**src/rtl/imem_loader.sv**
```systemverilog
// imem_loader: loads a length-prefixed byte stream into instruction memory, then releases the core.
module imem_loader #(
  parameter int ADDR_W = 10,
  parameter int LEN_W = 16
) (
  input  logic              clk,
  input  logic              rst,
  input  logic              start,
  input  logic [7:0]        rx_data,
  input  logic              rx_valid,
  output logic              rx_ready,
  output logic              im_we,
  output logic [ADDR_W-1:0] im_addr,
  output logic [31:0]       im_wdata,
  output logic              core_rst,
  output logic              busy,
  output logic              done,
  output logic              err
);
  typedef enum logic [2:0] {IDLE, LEN0, LEN1, DATA, FLUSH, DONE} state_t;
  state_t            state;
  logic [LEN_W-1:0]  len;
  logic [ADDR_W:0]   wcnt;
  logic [1:0]        lane;
  logic [23:0]       acc;
  logic [LEN_W-1:0]  n;
  logic              xfer, last;
  assign xfer = rx_valid & rx_ready;
  assign n    = LEN_W'({rx_data, len[7:0]});
  // wcnt is one bit wider than the address so a full 1024-word image compares correctly
  assign last = (LEN_W'(wcnt) + LEN_W'(1)) == len;
  always_ff @(posedge clk) begin
    if (rst) begin
      state    <= IDLE;
      len      <= '0;
      wcnt     <= '0;
      lane     <= '0;
      acc      <= '0;
      rx_ready <= 1'b0;
      im_we    <= 1'b0;
      im_addr  <= '0;
      im_wdata <= '0;
      core_rst <= 1'b1;
      busy     <= 1'b0;
      done     <= 1'b0;
      err      <= 1'b0;
    end else begin
      im_we <= 1'b0;
      case (state)
        IDLE, DONE: if (start) begin
          state    <= LEN0;
          rx_ready <= 1'b1;
          busy     <= 1'b1;
          done     <= 1'b0;
          core_rst <= 1'b1;
          err      <= 1'b0;
          wcnt     <= '0;
          lane     <= '0;
        end
        LEN0: if (xfer) begin
          len[7:0] <= rx_data;
          state    <= LEN1;
        end
        LEN1: if (xfer) begin
          len <= n;
          if (n == '0) begin
            state    <= DONE;
            rx_ready <= 1'b0;
            busy     <= 1'b0;
            done     <= 1'b1;
            core_rst <= 1'b0;
          end else if (n > LEN_W'(2 ** ADDR_W)) begin
            state    <= IDLE;
            rx_ready <= 1'b0;
            busy     <= 1'b0;
            err      <= 1'b1;
          end else begin
            state <= DATA;
          end
        end
        DATA: if (xfer) begin
          if (lane == 2'd3) begin
            im_we    <= 1'b1;
            im_wdata <= {rx_data, acc};
            im_addr  <= wcnt[ADDR_W-1:0];
            wcnt     <= wcnt + 1'b1;
            lane     <= '0;
            if (last) begin
              state    <= FLUSH;
              rx_ready <= 1'b0;
            end
          end else begin
            acc[{lane, 3'b000} +: 8] <= rx_data;
            lane <= lane + 1'b1;
          end
        end
        FLUSH: begin
          state    <= DONE;
          busy     <= 1'b0;
          done     <= 1'b1;
          core_rst <= 1'b0;
        end
        default: state <= IDLE;
      endcase
    end
  end
endmodule

```
**config.mk**
```make
export PLATFORM = sky130hd
export DESIGN_NAME = imem_loader
export DESIGN_NICKNAME = d
export VERILOG_FILES = /design/src/rtl/imem_loader.sv
export SDC_FILE = /design/constraint.sdc
export NUM_CORES = 1
export LEC_CHECK = 0
export CAP_MARGIN = 0
export CORE_MARGIN = 3
export CORE_UTILIZATION = 51
export CTS_BUF_LIST = sky130_fd_sc_hd__clkbuf_8
export CTS_CLUSTER_DIAMETER = 200
export DETAILED_ROUTE_END_ITERATION = 8
export HOLD_SLACK_MARGIN = 0.05
export PLACE_DENSITY = 0.78
export SETUP_SLACK_MARGIN = 0.5
export SYNTH_ARGS = -nofsm -noshare
export SYNTH_HDL_FRONTEND = slang
export SYNTH_SLANG_ARGS = --single-unit
```
**constraint.sdc**
```tcl
create_clock -name clk -period 1.99 [get_ports clk]
set_input_delay 0.398 -clock clk [delete_from_list [all_inputs] [get_ports clk]]
set_output_delay 0.398 -clock clk [all_outputs]
set_load 0.02 [all_outputs]
```
==> out/metrics.yaml, run 1 <==
place:
  place_inst: 734
  port_buffers: 59
  dp_hpwl_um: 8256
  place_congestion: 0.8793
cts:
  clkTransAtPathRegs_ns: 0.11
  htreeDepth: 3
  clockRootBuffer: "clkbuf_8"
  clock_path_buffers: 2
  cts.sinks: 104
  cts_made_buffers: 9
  cts_tree: "built"
  insertion_delay_ns: 0.40
worst_setup_path:
  cp-startpoint: "wcnt[1]"
  worstSetupPathType: "register to register"
  cp.required_ns: 2.24
  start_kind: "register"
  critPathSlowestCell: "dfxtp_4"
  worst_path_largest_cell_delay_ns: 0.39
  timing.rr.start: "wcnt[1]"
  crit_arrival_ns: 2.19
  cp-end-kind: "register"
  path_max_fanout: 5
  path_cells: "ha_4 > buf_4 > xnor2_2 > o221ai_1 > o31a_1 > nor4_4 > buf_4 > o221ai_1"
synth:
  yosysUniqueCellTypes: 45
  yosysTopAreaCell: "dfxtp_1"
  netlist.area_leader.share: 0.4640
  netlist_area_mm2: 0.004487
  synth.area.top_cells: "dfxtp_1, nand2_1, a21oi_1, nand3_1, xnor2_1"
  yosysMostFrequentCell: "nand2_1"
  yosys_warnings: 0
  synth_edf_count: 0
  async_reset_ff_frac: 0
  synth-main-ff-cell: "dfxtp_1"
  ys_seq_area_frac: 0.4640
  syn_inst: 563
  synth-seq-cells: 104
  synth_fp_nets: 581
  synthTopCellsByCount: "nand2_1, dfxtp_1, a21oi_1"
  syn_avg_cell_area_um2: 7.969
run:
  maxCapViolCount: 0
layout:
  syn_to_final_growth_pct: 64.84
  nFillCells: 365
  antenna_cells: 0
  layout-drive-gt1-share: 0.5206
  stdcell_count: 810
  nets: 718
  register_area_mm2: 0.002135
  multi_input_area_mm2: 0.003379
worst_hold_path:
  min_path_type: "input pin to register"
  holdCritStartpoint: "rst"
floorplanning:
  initial_utilization: 0.5353
  rows: 33
  die-area_mm2: 0.009959
  core-area_mm2: 0.008382
  fp.dieH_um: 99.80
  die_x_um: 99.80
  io_pins: 60
sta:
  relSlewSlack: 0.5635
  rsz0062_at_grt: "yes"
  skew_ns: 0.01968
  fin_crit_ns: 1.945
  finalSetupViolations: 0
  period_share: 0.9776
  fin_hold_ws_ns: 0.3089
  setup-tns-final_ns: 0
  slew_viol_final: 0
  fmax_mhz: 514.0
  final_hold_viol_count: 0
  tightest_slew_ns: 0.6548
drt:
  drt-pass1-iter-count: 6
  drc_errors: 0
  ant_nets: 0
  drt_iter0_markers: 457
  viasPerCell: 6.442
  vias: 5218
  wl_um: 19670
  wl_per_cell_um: 24.28
pwr:
  powerDensity_mw_per_mm2: 727.9
  p_leak_nw: 2.750
  p_total_mw: 5.383
  vdd_ir_drop_max_mv: 0.5328
global_routing:
  grt-ovfl-total: 0
  grt_pass1_wl_um: 22780
  first_global_vias: 4571
  antenna_found_initial: 0
  groute.usage.overall: 0.2887
  grt_max_degree: 46
run_status:
  status: "finished, final reports clean"
==> logic make-up after synthesis <==
group                      synth area share
adders and majority gates           0.01673
and+or+nand+nor                      0.2738
muxes                               0.01785
xor gates and xnor gates            0.03904
DFF                                  0.4640
buffers and inverters               0.03820
AOI/OAI and AO/OA                    0.1503
==> state kept, by name (all words and copies together) (netlist names) <==
| register | count |
|---|---|
| err | 1 |
| wcnt | 11 |
| done | 1 |
| rx_ready | 1 |
| acc | 24 |
| state | 3 |
| busy | 1 |
| lane | 2 |
| len | 16 |
| core_rst | 1 |
| im_we | 1 |
| im_addr | 10 |
| im_wdata | 32 |
==> cells in the final DEF (no fill, tap or decap), types with 17 or more instances in the layout <==
cell type	count
nor2_1	22
buf_6	24
a21oi_1	24
clkbuf_2	24
nand2_4	44
nand2_1	89
buf_4	58
dfxtp_1	86
nand3_2	25
dlygate4sd2_1	17
a21oi_2	67
==> worst paths after layout <==
path / endpoint / slack [ns] / depth (start not counted)
hold reg to reg: im_wdata[26] / 0.48 / 2
setup reg to reg: rx_ready / 0.04 / 8
setup / recovery: rx_ready / 0.04 / 8
hold / removal: busy / 0.31 / 2
==> final cells by class <==
| type | count | area share |
|---|---|---|
| sequential | 104 | 0.2886 |
| tap | 105 | 0.01776 |
| timing repair buffer | 158 | 0.2074 |
| clock buffer | 9 | 0.01675 |
| inverter | 6 | 0.003553 |
| multi-input combinational | 421 | 0.4569 |
| clock inverter | 7 | 0.008966 |
==> metal layers <==
| metal | part of all wire | vias up | track usage |
|---|---|---|---|
| li1 | - | 2200 | - |
| met1 | 0.34 | 2474 | 0.3530 |
| met5 | 0 | - | 0 |
| met4 | 0.062 | 0 | 0.1197 |
| met3 | 0.092 | 135 | 0.07366 |
| met2 | 0.51 | 409 | 0.4838 |
==> critical path, delay by kind of cell, from the launching register on <==
family                     cells  cell delay (ns)
and+or+nand+nor                1             0.28
xor gates and xnor gates       1             0.12
adders and majority gates      1             0.19
DFF                            1             0.39
buffers and inverters          2             0.37
AOI/OAI and AO/OA              3             0.45
==> per-stage QoR <==
step                setup WS, ns  cell area (um^2)    util
floorplan                 0.3928              4673       -
global placement         -0.3298              5595  0.6676
detailed placement       -0.3732              5595  0.6676
CTS                       0.1913              6518  0.7776
global route            -0.02223              7396  0.8824
finish                   0.04458              7396  0.8824
==> report_power, final <==
group	internal [mW]	switching, mW
Combinational	0.793	0.961
Sequential	2.16	0.103
Clock	0.486	0.879
Total	3.44	1.94
==> repair_timing <==
| action | in CTS | in global routing |
|---|---|---|
| setup endpoints to repair | 141 | 127 |
| pin swaps | 60 | 118 |
| gates cloned | 4 | 4 |
| resized for setup | 164 | 245 |
| hold buffers | 0 | 0 |
| buffers inserted | 40 | 12 |
(Power assumes the default switching activity.)
==> run 2: changes to the inputs <==
- CORE_UTILIZATION: 51 -> 49
- CTS_BUF_LIST: sky130_fd_sc_hd__clkbuf_8 -> not set
- CTS_CLUSTER_DIAMETER: 200 -> 50
- PLACE_DENSITY: 0.78 -> 0.75
==> out/metrics.yaml, run 2 (synthesis results as in run 1) <==
layout:
  stdcell_count: 801  # was 810
  top_regs: "im_wdata (32), acc (24), len (16)"  # unchanged
  nFillCells: 537  # was 365
  layout-drive-gt1-share: 0.4329  # was 0.5206
  nets: 706  # was 718
  final_common_cell: "nand2_1"  # unchanged
  top_register: "im_wdata"  # unchanged
  post-route-util: 0.7948  # was 0.8824
  syn_to_final_growth_pct: 56.00  # was 64.84%
  final_cell_mix: "nand2_1, dfxtp_1, buf_4, a21oi_2, a21oi_1"  # was nand2_1, dfxtp_1, a21oi_2, buf_4, nand2_4
  largest_reg_flops: 32  # unchanged
  antenna_cells: 0  # unchanged
worst_setup_path:
  critPathTopFamily: "simple AND/OR/NAND/NOR gates"  # was compound AO/OA/AOI/OAI gates
  start_kind: "register"  # unchanged
  path_buf_inv: 2  # unchanged
  path_depth: 8  # unchanged
  worstSetupPathType: "register to register"  # unchanged
  cp-end-kind: "register"  # unchanged
  path_cells: "ha_4 > buf_4 > nor3b_2 > o221ai_1 > o31a_1 > nor4_4 > buf_4 > a41oi_2"  # was ha_4 > buf_4 > xnor2_2 > o221ai_1 > o31a_1 > nor4_4 > buf_4 > o221ai_1
  critPathSlowestCell: "dfxtp_4"  # unchanged
  timing.rr.start: "wcnt[1]"  # unchanged
  reg2reg_to: "state[1]"  # was rx_ready
  path_common_cell: "buf_4"
  worst_path_largest_cell_delay_ns: 0.41  # was 0.39 ns
  rrSetupSlack_ns: 0.11  # was 0.04 ns
  path_max_fanout: 4  # was 5
  crit_arrival_ns: 2.15  # was 2.19 ns
  worstRegToRegCells: 8  # unchanged
  cp.required_ns: 2.26  # was 2.24 ns
sta:
  skew_ns: 0.01027  # was 0.01968 ns
  final_hold_viol_count: 0  # unchanged
  fin_crit_ns: 1.885  # was 1.945 ns
  fin_hold_ws_ns: 0.2928  # was 0.3089 ns
  fmax_mhz: 530.6  # was 514.0 MHz
  relSlewSlack: 0.7276  # was 0.5635
  finalSetupViolations: 0  # unchanged
  slew_viol_final: 0  # unchanged
  rsz0062_at_grt: "yes"  # unchanged
  tightest_slew_ns: 0.4087  # was 0.6548 ns
  period_share: 0.9471  # was 0.9776
  setup-tns-final_ns: 0  # unchanged
floorplanning:
  die_x_um: 101.7  # was 99.80 um
  die-area_mm2: 0.01034  # was 0.009959 mm^2
  core-area_mm2: 0.008806  # was 0.008382 mm^2
  fp.dieH_um: 101.7  # was 99.80 um
  initial_utilization: 0.5095  # was 0.5353
  io_pins: 60  # unchanged
  rows: 34  # was 33
run:
  maxCapViolCount: 0  # unchanged
cts:
  cts_tree: "built"  # unchanged
  cts_made_buffers: 9  # unchanged
  clock_path_buffers: 2  # unchanged
  insertion_delay_ns: 0.39  # was 0.40 ns
  htreeDepth: 3  # unchanged
  cts.sinks: 104  # unchanged
  clockRootBuffer: "clkbuf_8"  # unchanged
  clkTransAtPathRegs_ns: 0.10  # was 0.11 ns
pwr:
  powerDensity_mw_per_mm2: 757.4  # was 727.9 mW/mm^2
  vdd_ir_drop_max_mv: 0.5633  # was 0.5328 mV
  p_leak_nw: 2.791  # was 2.750 nW
  p_total_mw: 5.301  # was 5.383 mW
drt:
  ant_nets: 0  # unchanged
  drc_errors: 0  # unchanged
  wl_um: 15760  # was 19670 um
  vias: 4749  # was 5218
  drt-pass1-iter-count: 5  # was 6
  viasPerCell: 5.929  # was 6.442
  wl_per_cell_um: 19.67  # was 24.28 um
  drt_iter0_markers: 288  # was 457
global_routing:
  grt-ovfl-total: 0  # unchanged
  grt_pass1_wl_um: 21270  # was 22780 um
  antenna_found_initial: 0  # unchanged
  groute.usage.overall: 0.2593  # was 0.2887
  first_global_vias: 4365  # was 4571
  grt_max_degree: 70  # was 46
worst_hold_path:
  min_to: "busy"  # unchanged
  holdCritStartpoint: "rst"  # unchanged
  min_path_type: "input pin to register"  # unchanged
  hold_depth: 2  # unchanged
place:
  place_inst: 736  # was 734
  port_buffers: 59  # unchanged
  place_congestion: 0.8576  # was 0.8793
  dp_hpwl_um: 8242  # was 8256 um
run_status:
  status: "finished, final reports clean"  # unchanged
-- run 2: cell count changes in the layout (fill, tap and decap cells not counted), moves of 3 or more --
cell and change:
a21oi_1 +19, a21oi_2 -19, buf_16 -3, buf_6 -6
buf_8 +4, clkbuf_16 -4, clkbuf_2 -16, clkdlybuf4s15_1 +10
clkdlybuf4s50_1 -3, dfxtp_4 +3, dlygate4sd2_1 +9, nand2_1 +18
nand2_2 +3, nand2_4 -21
-- run 2: what timing repair did --
item                                   CTS  global route
setup buffers                           32            12
setup endpoints to repair              144           123
gates resized for setup                167           177
endpoints found under the hold margin    0             0
hold buffers                             0             0
cloned                                   5             0
pin swaps                               56            98
-- run 2: metrics by stage --
stage | setup WS, ns | instance area (um^2)
finish | 0.1052 | 6999
global route | 0.05294 | 6999
CTS | 0.1943 | 6331
detailed placement | -0.3182 | 5567
global placement | -0.3280 | 5567
floorplan | 0.3928 | 4673
-- run 2: worst max-delay path by stage --
stage                     startpoint  endpoint  slack (ns)
after floorplan              len[15]  state[1]        0.39
after global placement    rx_data[0]  state[2]       -0.33
after detailed placement  rx_data[0]  state[2]       -0.32
after CTS                    wcnt[0]  state[1]        0.19
after global routing         wcnt[1]  state[1]        0.05
final                        wcnt[1]  state[1]        0.11
-- run 2: where the power goes --
| part | leakage, nW | internal [mW] | switching [mW] |
|---|---|---|---|
| clock network | 0.0940 | 0.482 | 0.829 |
| logic | 1.84 | 0.830 | 0.910 |
| registers | 0.853 | 2.16 | 0.0916 |
-- run 2: per-layer routing --
metal  up-vias  global-route usage  part of all wire
li1       2181                   -                 -
met1      2327              0.3385              0.41
met2       201              0.4281              0.50
met3        40             0.05165             0.060
met4         0             0.09100             0.025
met5         -                   0                 0
-- run 2: cell type report --
cell class / count / area [um^2] / share of cell area
Inverter: 6 / 26.28 / 0.003754
Tap cell: 108 / 135.1 / 0.01931
Timing Repair Buffer: 146 / 1378 / 0.1968
Sequential cell: 104 / 2143 / 0.3062
Clock buffer: 9 / 123.9 / 0.01770
Multi-Input combinational cell: 421 / 3132 / 0.4474
Clock inverter: 7 / 61.31 / 0.008759
